--- config.mk ---
export PLATFORM = sky130hd
export DESIGN_NAME = mult_share_arbiter
export DESIGN_NICKNAME = d
export VERILOG_FILES = /design/src/rtl/mult_arb_pkg.sv /design/src/rtl/mult_tag_pipe.sv /design/src/rtl/mult_share_arbiter.sv
export SDC_FILE = /design/constraint.sdc
export NUM_CORES = 1
export LEC_CHECK = 0
export BUFFER_PORTS_ARGS = -buffer_cell sky130_fd_sc_hd__buf_2
export CAP_MARGIN = 20
export CORE_ASPECT_RATIO = 0.6
export CORE_MARGIN = 3
export CORE_UTILIZATION = 35
export DETAILED_ROUTE_END_ITERATION = 8
export GPL_TIMING_DRIVEN = 0
export SETUP_SLACK_MARGIN = 0.1
export SLEW_MARGIN = 15
export SYNTH_ARGS = -nofsm -noshare
export SYNTH_HDL_FRONTEND = slang
export SYNTH_SLANG_ARGS = --single-unit
--- constraint.sdc ---
create_clock -name wb_clk_i -period 1.94 [get_ports wb_clk_i]
set_input_delay 0.194 -clock wb_clk_i [delete_from_list [all_inputs] [get_ports wb_clk_i]]
set_output_delay 0.194 -clock wb_clk_i [all_outputs]
set_load 0.05 [all_outputs]
--- src/rtl/mult_arb_pkg.sv ---
// Shared types and helpers for the multiplier-sharing arbiter: tag struct,
// id width and the round-robin pointer advance.
package mult_arb_pkg;

    localparam int unsigned MAX_NREQ = 4;
    localparam int unsigned IDW      = $clog2(MAX_NREQ);

    typedef struct packed {
        logic           vld;
        logic [IDW-1:0] id;
    } tag_t;

    // Pointer to the index after the grant, wrapping at nreq-1.
    function automatic logic [IDW-1:0] rr_next(input logic [IDW-1:0] g, input int unsigned nreq);
        if (32'(g) + 32'd1 >= nreq) return '0;
        return g + 1'b1;
    endfunction

endpackage

--- src/rtl/mult_tag_pipe.sv ---
// Delay line of {vld, id} tags that tracks operations in flight through the
// shared multiplier; synchronous clear discards everything in flight.
module mult_tag_pipe
    import mult_arb_pkg::*;
#(
    parameter int unsigned DEPTH = 2
) (
    input  logic clk_i,
    input  logic rst_i,
    input  tag_t tag_i,
    output tag_t tag_o
);

    tag_t stage_q [DEPTH];

    always_ff @(posedge clk_i) begin
        if (rst_i) begin
            for (int unsigned i = 0; i < DEPTH; i++) stage_q[i] <= '0;
        end else begin
            stage_q[0] <= tag_i;
            for (int unsigned i = 1; i < DEPTH; i++) stage_q[i] <= stage_q[i-1];
        end
    end

    assign tag_o = stage_q[DEPTH-1];

endmodule

--- src/rtl/mult_share_arbiter.sv ---
// Round-robin time-sharing of one fixed-latency multiplier between NREQ
// requesters. Optional completion counter enabled by MULT_ARB_STATS_EN.
module mult_share_arbiter
    import mult_arb_pkg::*;
#(
    parameter int unsigned NREQ     = 2,
    parameter int unsigned WIDTH    = 32,
    parameter int unsigned MULT_LAT = 1
) (
    input  logic                  wb_clk_i,
    input  logic                  wb_rst_i,
    input  logic [NREQ-1:0]       req_valid,
    output logic [NREQ-1:0]       req_ready,
    input  logic [NREQ*WIDTH-1:0] req_a,
    input  logic [NREQ*WIDTH-1:0] req_b,
    output logic [NREQ-1:0]       res_valid,
    input  logic [NREQ-1:0]       res_ready,
    output logic [NREQ*WIDTH-1:0] res_data,
    output logic [WIDTH-1:0]      mult_a,
    output logic [WIDTH-1:0]      mult_b,
    input  logic [WIDTH-1:0]      mult_product,
    output logic [15:0]           op_count
);

    logic [NREQ-1:0]       busy_q;
    logic [NREQ-1:0]       res_valid_q;
    logic [NREQ*WIDTH-1:0] res_data_q;
    logic [WIDTH-1:0]      mult_a_q, mult_b_q;
    logic [IDW-1:0]        rr_q;

    logic [NREQ-1:0]       eligible, res_hs;
    logic [IDW-1:0]        grant;
    logic                  accept;
    logic [WIDTH-1:0]      sel_a, sel_b;
    tag_t                  tag_in, tag_out;

    assign res_hs = res_valid_q & res_ready;

    // A requester stays ineligible in the cycle its result handshakes, since busy_q is still set.
    always_comb begin
        eligible  = req_valid & ~busy_q;
        grant     = '0;
        accept    = 1'b0;
        for (int unsigned off = 0; off < NREQ; off++) begin
            for (int unsigned i = 0; i < NREQ; i++) begin
                if (!accept && eligible[i] && ((32'(rr_q) + off) % NREQ == i)) begin
                    accept = 1'b1;
                    grant  = IDW'(i);
                end
            end
        end
        if (wb_rst_i) accept = 1'b0;
        req_ready = '0;
        sel_a     = '0;
        sel_b     = '0;
        for (int unsigned i = 0; i < NREQ; i++) begin
            if (32'(grant) == i) begin
                req_ready[i] = accept;
                sel_a        = req_a[i*WIDTH +: WIDTH];
                sel_b        = req_b[i*WIDTH +: WIDTH];
            end
        end
        tag_in.vld = accept;
        tag_in.id  = grant;
    end

    always_ff @(posedge wb_clk_i) begin
        if (wb_rst_i) begin
            busy_q      <= '0;
            res_valid_q <= '0;
            res_data_q  <= '0;
            mult_a_q    <= '0;
            mult_b_q    <= '0;
            rr_q        <= '0;
        end else begin
            if (accept) begin
                mult_a_q <= sel_a;
                mult_b_q <= sel_b;
                rr_q     <= rr_next(grant, NREQ);
            end
            for (int unsigned i = 0; i < NREQ; i++) begin
                if (accept && 32'(grant) == i) busy_q[i] <= 1'b1;
                else if (res_hs[i])            busy_q[i] <= 1'b0;
                if (tag_out.vld && 32'(tag_out.id) == i) begin
                    res_valid_q[i]                <= 1'b1;
                    res_data_q[i*WIDTH +: WIDTH] <= mult_product;
                end else if (res_hs[i]) begin
                    res_valid_q[i] <= 1'b0;
                end
            end
        end
    end

    mult_tag_pipe #(.DEPTH(MULT_LAT + 1)) u_tag_pipe (
        .clk_i (wb_clk_i),
        .rst_i (wb_rst_i),
        .tag_i (tag_in),
        .tag_o (tag_out)
    );

`ifdef MULT_ARB_STATS_EN
    logic [15:0] op_count_q;

    always_ff @(posedge wb_clk_i) begin
        if (wb_rst_i)         op_count_q <= '0;
        else if (tag_out.vld) op_count_q <= op_count_q + 16'd1;
    end

    assign op_count = op_count_q;
`else
    assign op_count = '0;
`endif

    assign res_valid = res_valid_q;
    assign res_data  = res_data_q;
    assign mult_a    = mult_a_q;
    assign mult_b    = mult_b_q;

endmodule

==> summary.md <==
| Metric | Value |
|---|---|
| Tcrit/Tclk final | 98.9% |
| Largest net degree at the start of global routing | 17 |
| WP data arrival | 1720 ps |
| First DRT Iteration DRCs | 474 |
| GP Congestion | 0.817 |
| Clock network fraction of total power | 40.6% |
| Worst path cell trace | or3b_1 -> buf_6 -> clkbuf_16 -> nand2_8 -> and2_4 -> buf_8 |
| Nets | 1210 |
| NetSw | 0.00279 W |
| Die X-Extent | 177 µm |
| Hpwl dp | 17700 µm |
| Vias | 6498 |
| Post-DRT Antenna Nets | 0 |
| Slowest cell on the critical path | or3b_1 |
| # fillers | 1656 |
| CTS root buffer | clkbuf_16 |
| Tmin final | 1920 ps |
| Routed Wire Length | 23100 µm |
| Actual slew at the worst max-slew pin | 644 ps |
| Skew-Pair Late Insertion Delay | 410 ps |
| Worst setup EP type | output port |
| Grt total ovfl | 0 |
| Clock Path Buffers | 2 |
| Non-Filler Instances | 1287 |
| Setup violators final | 0 |
| Mapped Cells | 711 |
| Initial antenna violation count | 1 |
| Setup Skew | 15.1 ps |
| Pwr/cell area | 953 nW/µm² |
| Register share of total power | 37.3% |
| Max-slew violations | 0 |
| Synth Register Bits | 137 |
| Maxcap violations | 0 |
| Placed Cells | 1250 |
| Seq/Total Area, Yosys | 44.6% |
| Worst setup margin | 22.1 ps |
| Critical path type | reg -> out |
| Fmax | 0.521 GHz |
| Die Area | 19300 µm² |
| DRT Pass-1 Iters | 4 |
| HP Class | in -> reg |
| TritonCTS clock tree | yes |
| Pint | 0.00552 W |
| Synth Area per Inst | 8.66 µm² |
| Drt drc | 0 |
| Post-Syn Area | 6150 µm² |
| Core Region | 16700 µm² |
| Starting Density | 36.8% |
| Comb pwr share | 22.2% |
| Via density | 5.05 |
| IO Pins | 314 |
| CP required | 1750 ps |
| CP Max Fanout | 3 |
| Share of layout cells above drive strength 1 | 36.1% |
| Sink Count | 137 |
| Port Buffers | 296 |
| All-Layer GR Usage | 23.0% |
| Clk pin slew, worst setup/hold paths | 70 ps |
| Vias in the first global route | 6233 |
| Unique cell type count in the Yosys netlist | 22 |
| Outcome | finished, final reports clean |
| CTS Hold Bufs | 0 |
| Area Overhead vs Synth | 41.6% |
| Pre-CTS setup slack | -35.9 ps |
| FP Rows | 36 |
| Avg WL per Cell | 17.9 µm |
| Max-slew headroom | 56.8% |
| Leakage power | 4.66 nW |
| CP startpoint kind | flip-flop |
| Net Sw Frac | 33.6% |
| Die height | 109 µm |
| H-tree lvl count | 4 |
| RSZ-0062 raised after global routing | true |
| CP peak stage delay | 380 ps |
| Yosys warns | 0 |
| Total CTS buffers | 17 |
| Final Hold Viols | 0 |
| First-pass GRT wire length | 34700 µm |
| VDD IR max | 0.485 mV |
==> state kept, by name, summed over array words and instances, names as in the netlist <==
name / cells
res_valid: 2
mult_b: 32
res_data: 64
rr_q: 1
busy_q: 2
u_tag_pipe.stage_q: 4
mult_a: 32
==> layout by cell type (no fill, tap or decap), types with 2 or more instances in the layout <==
cell and instances:
nand2_1 133, conb_1 16, nor2b_1 4, inv_8 2, a2111oi_0 64, clkbuf_1 51, clkbuf_16 18, inv_6 5
bufinv_16 2, clkinv_4 2, nand2b_1 4, diode_2 2, clkbuf_2 7, and4b_1 63, inv_1 65, buf_2 309
buf_6 5, dfxtp_2 2, a211o_1 63, buf_4 20, a211oi_1 2, dfxtp_1 135, nor2_1 2, a21oi_1 69
clkinvlp_4 2
==> cell usage after synthesis (all sizes together) <==
master,number,area share (%)
a211o,63,9.0
nand2b,5,0.51
clkbuf,58,3.5
nor2,2,0.12
conb,1,0.061
nor2b,5,0.55
and4b,63,10
nor3,2,0.24
a211oi,2,0.24
inv,65,4.0
a2111oi,64,9.1
dfxtp,137,45
o21ai,1,0.081
a21oi,70,5.7
or3b,1,0.14
nand2,134,8.2
and2,2,0.20
buf,36,3.6
==> final timing paths <==
kind,from,endpoint,slack (ps),cells past startpoint
min,mult_product[11],res_data[11]$_SDFFE_PP0P_,40,3
max,rr_q[0]$_SDFFE_PP0N_,req_ready[0],20,6
max reg2reg,rr_q[0]$_SDFFE_PP0N_,mult_b[27]$_SDFFE_PP0N_,170,6
min reg2reg,u_tag_pipe.stage_q[0][2]$_SDFF_PP0_,u_tag_pipe.stage_q[0][5]$_SDFF_PP0_,440,1
==> critical path, delay by kind of cell (launching register included) <==
family / cells / cell delay [ps]
buf+inv: 3 / 440
flops: 1 / 320
simple gates: 3 / 560
==> power groups by stage <==
stage | clock network (W) | logic (W) | registers [W]
2_1_floorplan | 0 | 0.000602 | 0.00375
3_3_place_gp | 0 | 0.00178 | 0.00316
3_5_place_dp | 0 | 0.00178 | 0.00316
4_1_cts | 0.00343 | 0.00183 | 0.00310
5_1_grt | 0.00354 | 0.00196 | 0.00312
6_report | 0.00337 | 0.00184 | 0.00310
==> repair_timing <==
action,CTS,global route
setup buffers,3,0
pin swaps,2,1
endpoints found under the setup margin,2,43
resized for setup,25,15
==> final cells by class <==
cell class | count | area [µm²] | area share [%]
clock inverters | 13 | 159 | 1.82
inverters | 65 | 244 | 2.80
repair buffers | 299 | 1520 | 17.4
plain buffers | 94 | 495 | 5.68
clock buffers | 19 | 443 | 5.08
well taps | 228 | 285 | 3.27
flip-flops and latches | 137 | 2750 | 31.5
diodes | 2 | 5.00 | 0.0574
multi-input cells | 430 | 2820 | 32.4
==> layer usage <==
layer	up-vias	global-route usage [%]	wire, µm
met2	255	33.6	9620
met3	17	5.53	1820
li1	3200	-	-
met5	-	0	0
met1	3026	34.4	11400
met4	0	4.93	232
==> cells by family (layout without fill, tap and decap cells) <==
logic type,count (synthesis),after routing,synth area share (%)
other,1,18,0.0609
flip-flops,137,137,44.6
buffers and inverters,159,490,11.1
AO/OA/AOI/OAI,200,200,24.1
AND/OR/NAND/NOR,214,214,20.2
==> metrics by stage <==
stage	hold slack (ps)	TNS (ps)	area (µm²)	total power (W)	util, %
after floorplan	330	0	6210	0.00435	-
after global placement	422	-33.3	7980	0.00493	47.7
after detailed placement	424	-35.9	7980	0.00493	47.7
after CTS	19.3	-4.08	8690	0.00836	52.0
after global routing	21.7	-30.3	8710	0.00862	52.1
final	36.3	0	8720	0.00831	52.2
Power figures use the tool's default switching activity.
